File: src/rtl/paddle_input.sv
// Player paddle controller: synchronises and debounces two raw push-buttons,
// detects the start of each vsync pulse, and once per frame moves the paddle
// up or down with a hold-to-accelerate speed ramp, clamped to the visible area.
module paddle_input #(
  parameter int V_RES            = 480,
  parameter int PADDLE_H         = 64,
  parameter int INIT_Y           = 208,
  parameter int DEB_CYCLES       = 252000,
  parameter int SPEED_MIN        = 2,
  parameter int SPEED_MAX        = 8,
  parameter int ACCEL_FRAMES     = 8,
  parameter int VSYNC_ACTIVE_LOW = 1
) (
  input  logic       clk_25,
  input  logic       rst_n,
  input  logic       btn_up,
  input  logic       btn_dn,
  input  logic       vsync,
  output logic [9:0] paddle_y,
  output logic       frame_tick,
  output logic       up_db,
  output logic       dn_db
);

  localparam int CW = $clog2(DEB_CYCLES + 1);
  localparam int SW = $clog2(SPEED_MAX + 1);
  localparam int AW = (ACCEL_FRAMES > 1) ? $clog2(ACCEL_FRAMES) : 1;

  localparam logic            VS_IDLE  = (VSYNC_ACTIVE_LOW != 0);
  localparam logic [10:0]     Y_MAX    = 11'(V_RES - PADDLE_H);
  localparam logic [CW-1:0]   DEB_LAST = CW'(DEB_CYCLES - 1);
  localparam logic [SW-1:0]   SPD_MIN  = SW'(SPEED_MIN);
  localparam logic [SW-1:0]   SPD_MAX  = SW'(SPEED_MAX);
  localparam logic [AW-1:0]   ACC_LAST = AW'(ACCEL_FRAMES - 1);
  localparam logic [9:0]      Y_INIT   = 10'(INIT_Y);

  // ---------------------------------------------------------------------
  // Button conditioning: bit 0 = up, bit 1 = down
  // ---------------------------------------------------------------------
  logic [1:0] btn_raw;
  logic [1:0] btn_db;

  assign btn_raw = {btn_dn, btn_up};

  genvar gi;
  generate
    for (gi = 0; gi < 2; gi++) begin : g_btn
      logic          s1_reg;
      logic          s2_reg;
      logic          db_reg;
      logic [CW-1:0] cnt_reg;

      // Two-flop synchroniser followed by a run-length debouncer: the
      // accepted level only flips after DEB_CYCLES consecutive differing samples.
      always_ff @(posedge clk_25 or negedge rst_n) begin
        if (!rst_n) begin
          s1_reg  <= 1'b0;
          s2_reg  <= 1'b0;
          db_reg  <= 1'b0;
          cnt_reg <= '0;
        end else begin
          s1_reg <= btn_raw[gi];
          s2_reg <= s1_reg;
          if (s2_reg == db_reg) begin
            cnt_reg <= '0;
          end else if (cnt_reg == DEB_LAST) begin
            db_reg  <= s2_reg;
            cnt_reg <= '0;
          end else begin
            cnt_reg <= cnt_reg + 1'b1;
          end
        end
      end

      assign btn_db[gi] = db_reg;
    end
  endgenerate

  // ---------------------------------------------------------------------
  // Frame boundary detection
  // ---------------------------------------------------------------------
  logic vs_d_reg;
  logic frame_tick_reg;
  logic vs_act;
  logic vs_d_act;

  assign vs_act   = vsync ^ VS_IDLE;
  assign vs_d_act = vs_d_reg ^ VS_IDLE;

  // Registered inactive->active edge of vsync; one pulse per vsync pulse.
  always_ff @(posedge clk_25 or negedge rst_n) begin
    if (!rst_n) begin
      vs_d_reg       <= VS_IDLE;
      frame_tick_reg <= 1'b0;
    end else begin
      vs_d_reg       <= vsync;
      frame_tick_reg <= vs_act & ~vs_d_act;
    end
  end

  // ---------------------------------------------------------------------
  // Motion FSM
  // ---------------------------------------------------------------------
  typedef enum logic {ST_IDLE, ST_MOVE} state_t;

  state_t        state_reg, state_next;
  logic          dir_reg, dir_next;      // 1 = moving up
  logic [SW-1:0] speed_reg, speed_next;
  logic [AW-1:0] accel_reg, accel_next;
  logic [9:0]    y_reg, y_next;

  logic          one_btn;
  logic          step_en;
  logic [10:0]   y_wide;
  logic [10:0]   spd_wide;
  logic [10:0]   y_sum;
  logic [9:0]    y_up;
  logic [9:0]    y_dn;

  assign one_btn  = btn_db[0] ^ btn_db[1];
  assign y_wide   = {1'b0, y_reg};
  assign spd_wide = 11'(speed_reg);
  assign y_sum    = y_wide + spd_wide;
  // Saturating candidates; 11-bit maths keeps both limits wrap-free.
  assign y_up     = (y_wide < spd_wide) ? 10'd0 : 10'(y_wide - spd_wide);
  assign y_dn     = (y_sum > Y_MAX) ? 10'(Y_MAX) : 10'(y_sum);

  // State register for the motion FSM and paddle position.
  always_ff @(posedge clk_25 or negedge rst_n) begin
    if (!rst_n) begin
      state_reg <= ST_IDLE;
      dir_reg   <= 1'b0;
      speed_reg <= SPD_MIN;
      accel_reg <= '0;
      y_reg     <= Y_INIT;
    end else begin
      state_reg <= state_next;
      dir_reg   <= dir_next;
      speed_reg <= speed_next;
      accel_reg <= accel_next;
      y_reg     <= y_next;
    end
  end

  // Next-state logic, evaluated once per frame; a held button steps the
  // paddle and every ACCEL_FRAMES steps raise the speed for later frames.
  always_comb begin
    state_next = state_reg;
    dir_next   = dir_reg;
    speed_next = speed_reg;
    accel_next = accel_reg;
    y_next     = y_reg;
    step_en    = 1'b0;
    if (frame_tick_reg) begin
      case (state_reg)
        ST_IDLE: begin
          if (one_btn) begin
            state_next = ST_MOVE;
            dir_next   = btn_db[0];
            step_en    = 1'b1;
          end else begin
            speed_next = SPD_MIN;
            accel_next = '0;
          end
        end
        ST_MOVE: begin
          if (one_btn && (btn_db[0] == dir_reg)) begin
            step_en = 1'b1;
          end else begin
            // Release, both pressed or reversal: stop for this frame.
            state_next = ST_IDLE;
            speed_next = SPD_MIN;
            accel_next = '0;
          end
        end
        default: begin
          state_next = ST_IDLE;
        end
      endcase
      if (step_en) begin
        if (accel_reg == ACC_LAST) begin
          accel_next = '0;
          speed_next = (speed_reg < SPD_MAX) ? speed_reg + 1'b1 : SPD_MAX;
        end else begin
          accel_next = accel_reg + 1'b1;
        end
        y_next = btn_db[0] ? y_up : y_dn;
      end
    end
  end

  assign paddle_y   = y_reg;
  assign frame_tick = frame_tick_reg;
  assign up_db      = btn_db[0];
  assign dn_db      = btn_db[1];

endmodule

File: config.mk
export PLATFORM = sky130hd
export DESIGN_NAME = paddle_input
export DESIGN_NICKNAME = d
export VERILOG_FILES = /design/src/rtl/paddle_input.sv
export SDC_FILE = /design/constraint.sdc
export NUM_CORES = 1
export LEC_CHECK = 0
export CORE_AREA = 2 2 97 99
export DETAILED_ROUTE_END_ITERATION = 10
export DIE_AREA = 0 0 99 101
export HOLD_SLACK_MARGIN = 0.08
export PLACE_DENSITY = 0.58
export SETUP_SLACK_MARGIN = 0.4
export SYNTH_ARGS = -nofsm -noshare
export SYNTH_HDL_FRONTEND = slang
export SYNTH_SLANG_ARGS = --single-unit
File: constraint.sdc
create_clock -name clk_25 -period 3 [get_ports clk_25]
set_input_delay 0.75 -clock clk_25 [delete_from_list [all_inputs] [get_ports clk_25]]
set_output_delay 0.75 -clock clk_25 [all_outputs]
set_load 0.1 [all_outputs]
# == Word level (Yosys, flattened, before mapping) ==
# Cells that the tools add are included.
# totals
register_bits,63
inputBits,5
out_inout_bits,13
# classes
n_addsub,6
magnitude_cmp,3
eq_ne,8
mux,22
bitwise,6
reduce_logical,6
# op_table
cell,n
2-to-1 mux 18 bit,4
"adder 18 x 1 -> 18 bit, second input constant",2
"== test 18 bit, second input constant",2
2-to-1 mux 10 bit,3
2-to-1 mux 4 bit,5
2-to-1 mux 3 bit,4
adder 10 x 4 -> 11 bit,1
"> comparator 11 x 9 -> 1 bit, second input constant",1
less-than comparator 10 x 4 -> 1 bit,1
subtractor 10 x 4 -> 10 bit,1
one-hot mux 4 bit (2 select lines),1
one-hot mux 3 bit (2 select lines),1
AND reduction 2 bit,3
AND reduction 3 bit,2
"adder 4 x 1 -> 4 bit, second input constant",1
"less-than comparator 4 bit, second input constant",1
NOT 1 bit,4
"adder 3 x 1 -> 3 bit, second input constant",1
== test 1 bit,3
"== test 3 bit, second input constant",1
2-to-1 mux 1 bit,3
"!= test 3 x 2 -> 1 bit, second input constant",1
"!= test 3 bit, second input constant",1
one-hot mux 1 bit (2 select lines),1
other kinds (3),3

# == Longest topological paths before layout ==
# Gate-level depths: netlist of run 1.
# depth
word_depth,7
mapped_depth,12
depth_no_buf,12

# == Worst setup path after synthesis of run 1 ==
# OpenSTA, ideal clock, no wires.
# synth_path
path_type,register to register
startpoint,"register y_reg[0], in the netlist paddle_y[0]"
endpoint,"register y_reg[3], in the netlist paddle_y[3]"
setup_ns,0.130
arrival_time_ns,2.731
t_required_ns,2.870
slack_ns,0.139
path_stages_with_launch,11
path_buffers,0
cell_sequence,dfrtp_1 -> ha_1 -> fa_1 -> nand2b_4 -> a21o_4 -> nor3_2 -> o21bai_1 -> o211ai_2 -> a41oi_2 -> a31oi_4 -> o21ai_1
# synth_via
elab_chain_cells,4
word_cells_on_any_way,7
cone_classes,add/sub: 2; order compare: 2; mux: 3
# synth_lines
item,line_no,source
start: declaration,110,"logic [9:0] y_reg, y_next;"
start signal: assignment,141,y_reg <= y_next;
adder 10 x 4 -> 11 bit,123,assign y_sum = y_wide + spd_wide;
> comparator 11 x 9 -> 1 bit,126,assign y_dn = (y_sum > Y_MAX) ? 10'(Y_MAX) : 10'(y_sum);
2-to-1 mux 10 bit,126,
2-to-1 mux 10 bit *,187,y_next = btn_db[0] ? y_up : y_dn;
# Mark *: on every way between the ends. The rest lies on a longest branch, timed or not.
# A chain may end at the register's enable or synchronous reset.

# == Worst setup path in the final report of run 1 ==
# layout_path
startpoint,"register y_reg[0], in the netlist paddle_y[0]"
endpoint,"register y_reg[4], in the netlist paddle_y[4]"
# Same word-level chain as after synthesis.

==> flow_summary.json, run 1 <==
{
  "rsz0062_at_grt": "yes",
  "critPathMaxStageDelay_ns": 0.50,
  "initial_core_util_pct": 40.8,
  "finalSetupTns_ns": 0,
  "holdPathStages": 0,
  "tightest_slew_ns": 0.791,
  "grt_use_met1_pct": 21.6,
  "syn2layout_area_growth_pct": 17.8,
  "muxShareOfSynthArea_pct": 1.16,
  "cp-end-kind": "flip-flop",
  "routed-via-count": 2826,
  "reg2reg_slack_ns": 0.47,
  "grt_pass1_vias": 2708,
  "min_path_type": "reg -> reg",
  "nNetsFinal": 434,
  "synth-async-reset-ratio_pct": 100,
  "grt_max_degree": 34,
  "path_class": "reg -> reg",
  "timing.final.crit_period_ns": 2.53,
  "power_mw": 1.67,
  "ys_warn_count": 0,
  "synthTopCellsByCount": "61 x nor2_1, 58 x dfrtp_1, 32 x nand2_1, 23 x xor2_1, 21 x xnor2_1",
  "fill_cells": 863,
  "ys_ff_latch": 63,
  "ys.flop_type": "dfrtp_1",
  "synthSimpleGateAreaFrac_pct": 22.8,
  "cts_tree": "built",
  "synth_top_family_by_area": "simple AND/OR/NAND/NOR gates",
  "final.setup_skew_ns": 0.00843,
  "hold_viol": 0,
  "core_sq_um": 8980,
  "r2r_cells": 11,
  "htreeDepth": 3,
  "drv_slew": 0,
  "dpl.hpwl_microns": 5470,
  "setup_violations": 0,
  "p_per_area_nw_per_um2": 386,
  "fp.dieW_microns": 99,
  "cts.sinks": 63,
  "yosys.area.top_type": "dfrtp_1",
  "ir_drop_uv": 183,
  "drv_cap": 0,
  "busiest_layer": "met2",
  "synthCells": 384,
  "p_leak_nw": 1.86,
  "cp.required_ns": 3.25,
  "placed_area_sq_um": 3930,
  "drt_iter0_markers": 109,
  "critical_path.max_fanout": 6,
  "clock_latency_ns": 0.34,
  "largest_reg_flops": 36,
  "syn_area_per_cell_sq_um": 9.53,
  "synth_area_leaders": "dfrtp_1 40%, nor2_1 6.3%, xor2_1 5.5%",
  "grt_use_met3_pct": 4.58,
  "startpoint_type": "flip-flop",
  "period_share_pct": 84.4,
  "synth_edf_count": 0,
  "detail_route.wl_per_cell_microns": 14.8,
  "drc_errors": 0,
  "grtUsageTotal_pct": 16.7,
  "synth.distinct_cells": 66,
  "antenna_cells": 0,
  "port_buffers": 17,
  "dr.pass1.iters": 4,
  "viasPerCell": 5.33,
  "grt_pass1_wl_microns": 13200,
  "fin_util_pct": 48.0,
  "overflow": 0,
  "final_area_sq_um": 4310,
  "grt_util_met2_pct": 26.8,
  "postRouteAntennaNets": 0,
  "clockBufferDepth": 2,
  "synth.top_cell.area_share_pct": 39.7,
  "syn_nets": 404,
  "drive_gt1_share_pct": 23.4,
  "place.gp.congestion": 0.794,
  "yosysMostFrequentCell": "nor2_1",
  "ys_seq_area_share_pct": 43.3,
  "cts_buffers": 9,
  "slew_headroom_pct": 47.3,
  "synth_compound_gate_area_share_pct": 13.1,
  "status": "finished clean",
  "synth_area_sq_um": 3660,
  "arrival_ns": 2.78,
  "max_clock_freq_ghz": 0.395,
  "clk_pin_slew_ns": 0.07,
  "antenna_found_initial": 0,
  "wirelength_microns": 7870,
  "dieArea_sq_um": 10000,
  "die_h_microns": 101,
  "crit_path_top_delay_cell": "dfrtp_4",
  "synthAdderAreaFrac_pct": 5.54,
  "path_cells": "ha_2, fa_2, nand2b_4, a21o_4, nor3_2, o21bai_1, o211ai_2, a41oi_2, a31oi_4, buf_12, o31ai_2",
  "cts-root-buf": "clkbuf_8",
  "num_rows": 35,
  "post_synth_xor_area_fraction_pct": 10.5,
  "pin_count": 18
}
report_power, final:
part	switching (mW)	total [mW]	internal, mW
combinational	0.0375	0.0533	0.0158
clock	0.340	0.742	0.402
sequential	0.0105	0.871	0.860
total	0.388	1.67	1.28
kinds of logic (layout without fill, tap and decap cells):
| logic type | Yosys count | in the layout |
|---|---|---|
| simple gates | 167 | 167 |
| flops | 63 | 63 |
| compound gates | 60 | 60 |
| xor+xnor | 44 | 44 |
| buf+inv | 31 | 66 |
| fa+ha+maj | 15 | 15 |
| mux | 4 | 4 |
final timing paths:
kind	startpoint	endpoint
max reg2reg	paddle_y[0]	paddle_y[4]
min reg2reg	g_btn[0].s1_reg	g_btn[0].s2_reg
min in group asynchronous	rst_n	paddle_y[8]
max in group asynchronous	rst_n	g_btn[0].cnt_reg[17]
max	paddle_y[0]	paddle_y[4]
min	g_btn[0].s1_reg	g_btn[0].s2_reg
stage by stage:
stage / setup slack, ns / instances / hold WS, ns
finish: 0.469 / 530 / 0.348
global route: 0.356 / 530 / 0.357
CTS: 0.409 / 520 / 0.351
detailed placement: 0.230 / 504 / 0.336
global placement: 0.268 / 504 / 0.337
floorplan: 0.404 / 384 / 0.331
cells in the final DEF, fill, tap and decap left out, types with 3 or more instances in the layout:
cell type | Yosys | routed
a21oi_1 | 10 | 8
a31oi_1 | 3 | 3
and4_1 | 3 | 3
inv_2 | 0 | 3
nand2b_1 | 3 | 3
dfrtp_1 | 58 | 53
nand4_1 | 6 | 6
xnor2_1 | 21 | 21
o21ai_2 | 1 | 3
clkbuf_8 | 0 | 10
clkinv_2 | 0 | 3
xor2_1 | 23 | 23
ha_1 | 13 | 10
nor4b_1 | 3 | 3
nor2_1 | 61 | 61
buf_4 | 0 | 28
inv_1 | 17 | 13
o31ai_2 | 3 | 3
nand2_1 | 32 | 31
o22ai_1 | 3 | 3
nand3_1 | 19 | 19
dfstp_2 | 5 | 5
and3_1 | 8 | 8
o2bb2ai_1 | 3 | 3
nor3_1 | 11 | 10
dfrtp_2 | 0 | 4
clkdlybuf4s50_1 | 0 | 3
o21ai_0 | 10 | 9
metal layers:
| metal | part of all wire, % | routed length (microns) |
|---|---|---|
| met2 | 46 | 3630 |
| met5 | 0 | 0 |
| met3 | 3.8 | 299 |
| met1 | 48 | 3790 |
| met4 | 1.9 | 149 |
layout make-up:
| cell class | instances | area (sq um) | share of cell area (%) |
|---|---|---|---|
| Tap cell | 111 | 139 | 3.22 |
| Clock buffer | 10 | 138 | 3.19 |
| Multi-Input combinational cell | 290 | 2050 | 47.6 |
| Sequential cell | 63 | 1590 | 36.9 |
| Clock inverter | 6 | 60.1 | 1.39 |
| Inverter | 17 | 66.3 | 1.54 |
| Timing Repair Buffer | 33 | 265 | 6.15 |
worst max-delay path: cells and delay by family, from the launching register on:
| kind | cells | cell delay, ns |
|---|---|---|
| buffers and inverters | 1 | 0.16 |
| adders and majority gates | 2 | 0.63 |
| DFF | 1 | 0.50 |
| AOI/OAI and AO/OA | 6 | 0.99 |
| and+or+nand+nor | 2 | 0.15 |
what timing repair did:
action,in CTS,in global routing
gates resized for setup,6,18
hold buffers,0,0
setup endpoints to repair,6,9
setup buffers,0,10
pin swaps,1,11
gates cloned,0,0
No activity file was read; power rests on OpenSTA's default activity.
==> inputs of run 2 (changes only) <==
clock period = 2.5 ns   (was 3 ns; I/O delays follow)
==> flow_summary.json, run 2 (synthesis gave the netlist of run 1 again) <==
{
  "status": "finished clean",
  "rsz0062_at_grt": "yes",
  "viasPerCell": 5.24,
  "antenna_found_initial": 0,
  "core_sq_um": 8980,
  "nNetsFinal": 453,
  "grt_pass1_wl_microns": 13600,
  "cts.sinks": 63,
  "detail_route.wl_per_cell_microns": 14.6,
  "drt_iter0_markers": 85,
  "drive_gt1_share_pct": 30.4,
  "switching_share_pct": 20.7,
  "cp.required_ns": 2.75,
  "period_share_pct": 96.5,
  "initial_core_util_pct": 40.8,
  "place.gp.congestion": 0.912,
  "layout_common_cells": "59 x nor2_1, 51 x dfrtp_1, 40 x buf_4",
  "htreeDepth": 3,
  "clockBufferDepth": 2,
  "intPower_mw": 1.67,
  "fp.dieW_microns": 99,
  "final.setup_skew_ns": 0.00803,
  "slew_headroom_pct": 49.4,
  "postRouteAntennaNets": 0,
  "holdPathStages": 0,
  "cts-root-buf": "clkbuf_8",
  "antenna_cells": 0,
  "p_leak_nw": 2.00,
  "syn2layout_area_growth_pct": 27.7,
  "startpoint_type": "flip-flop",
  "pin_count": 18,
  "path_cells": "ha_4, nor2_4, a31oi_4, nand2_4, o21bai_4, o211ai_2, a41oi_2, a31oi_4, o2bb2ai_1",
  "critical_path.max_fanout": 8,
  "reg2reg_from": "paddle_y[2]",
  "clkPwrFrac_pct": 47.2,
  "setup_violations": 0,
  "timing.final.crit_period_ns": 2.41,
  "drc_errors": 0,
  "hold_viol": 0,
  "critPathMaxStageDelay_ns": 0.52,
  "path_class": "reg -> reg",
  "port_buffers": 17,
  "drv_cap": 0,
  "max_clock_freq_ghz": 0.414,
  "overflow": 0,
  "wirelength_microns": 8010,
  "p_switching_mw": 0.436,
  "cts_tree": "built",
  "cts_hold_buffers": 0,
  "min_from": "g_btn[0].s1_reg",
  "ir_drop_uv": 377,
  "path_common_cell": "a31oi_4",
  "rr_endpoint": "paddle_y[5]",
  "final_common_cell": "nor2_1",
  "drv_slew": 0,
  "clock_latency_ns": 0.33,
  "num_rows": 35,
  "finalSetupTns_ns": 0,
  "holdPathEnd": "g_btn[0].s2_reg",
  "dpl.hpwl_microns": 5420,
  "min_path_type": "reg -> reg",
  "routed-via-count": 2879,
  "cp-end-kind": "flip-flop",
  "grt_pass1_vias": 2804,
  "reg2reg_slack_ns": 0.09,
  "power_mw": 2.10,
  "combPwrFrac_pct": 3.1,
  "r2r_cells": 9,
  "clk_pin_slew_ns": 0.07,
  "sequentialPowerShare_pct": 49.7,
  "dr.pass1.iters": 4,
  "crit_path_top_delay_cell": "dfrtp_4",
  "cts_buffers": 9,
  "tightest_slew_ns": 0.759,
  "largest_reg_flops": 36,
  "dieArea_sq_um": 10000,
  "die_h_microns": 101,
  "grt_max_degree": 31,
  "p_per_area_nw_per_um2": 450,
  "grtUsageTotal_pct": 17.0,
  "arrival_ns": 2.66
}
==> run 2: cell types whose count changed in the layout (fill, tap and decap cells not counted), sizes merged <==
cell / before / now
buf: 30 / 49
clkbuf: 10 / 13
clkinv: 3 / 1
clkinvlp: 2 / 0
bufinv: 1 / 2
==> run 2: area by class of cell <==
type	count	area (sq um)
multi-input cells	290	2180
fillers	815	4310
flip-flops and latches	63	1610
clock inverters	3	65.1
clock buffers	13	159
inverters	17	68.8
well taps	111	139
repair buffers	52	452
==> run 2: critical path: cells and delay by family, from the launching register on <==
kind	cells	cell delay (ns)
AO/OA/AOI/OAI	6	1.23
adder cells (fa/ha/maj)	1	0.38
flip-flops	1	0.52
AND/OR/NAND/NOR	2	0.19
==> run 2: worst max-delay path by stage <==
stage                      start          end  cells after the start
finish               paddle_y[2]  paddle_y[5]                      9
global route         paddle_y[0]  paddle_y[5]                     12
CTS                  paddle_y[0]  paddle_y[5]                     11
detailed placement   paddle_y[0]  paddle_y[5]                     12
global placement    speed_reg[0]  paddle_y[2]                     10
floorplan            paddle_y[0]  paddle_y[1]                     12
==> run 2: timing repair <==
| action | CTS | global route |
|---|---|---|
| pin swaps | 15 | 11 |
| resized for setup | 21 | 21 |
| setup endpoints to repair | 10 | 10 |
| cloned | 0 | 0 |
| setup buffers | 17 | 9 |
==> run 2: power groups by stage <==
stage               Sequential, mW  Clock, mW  Combinational [mW]
floorplan                     1.07          0              0.0264
CTS                           1.04       1.02              0.0684
global placement              1.06          0              0.0674
global route                  1.05       1.09              0.0753
finish                        1.04      0.994              0.0655
detailed placement            1.06          0              0.0682
==> run 2: metal layers <==
metal | up-vias | wire length (microns) | GRT usage (%)
li1 | 1425 | - | -
met2 | 37 | 3900 | 26.6
met1 | 1408 | 3840 | 22.9
met5 | - | 0 | 0
met3 | 9 | 173 | 2.70
met4 | 0 | 97 | 8.22
==> run 2: through the flow <==
step	area (sq um)	util, %	std cells	worst slack [ns]	hold WS (ns)
after global placement	4070	45.3	507	0.0221	0.335
final	4670	52.0	549	0.0865	0.348
after floorplan	3760	-	384	0.00845	0.329
after global routing	4670	52.0	549	-0.0167	0.356
after detailed placement	4070	45.3	507	-0.0528	0.335
after CTS	4510	50.2	540	0.0841	0.350
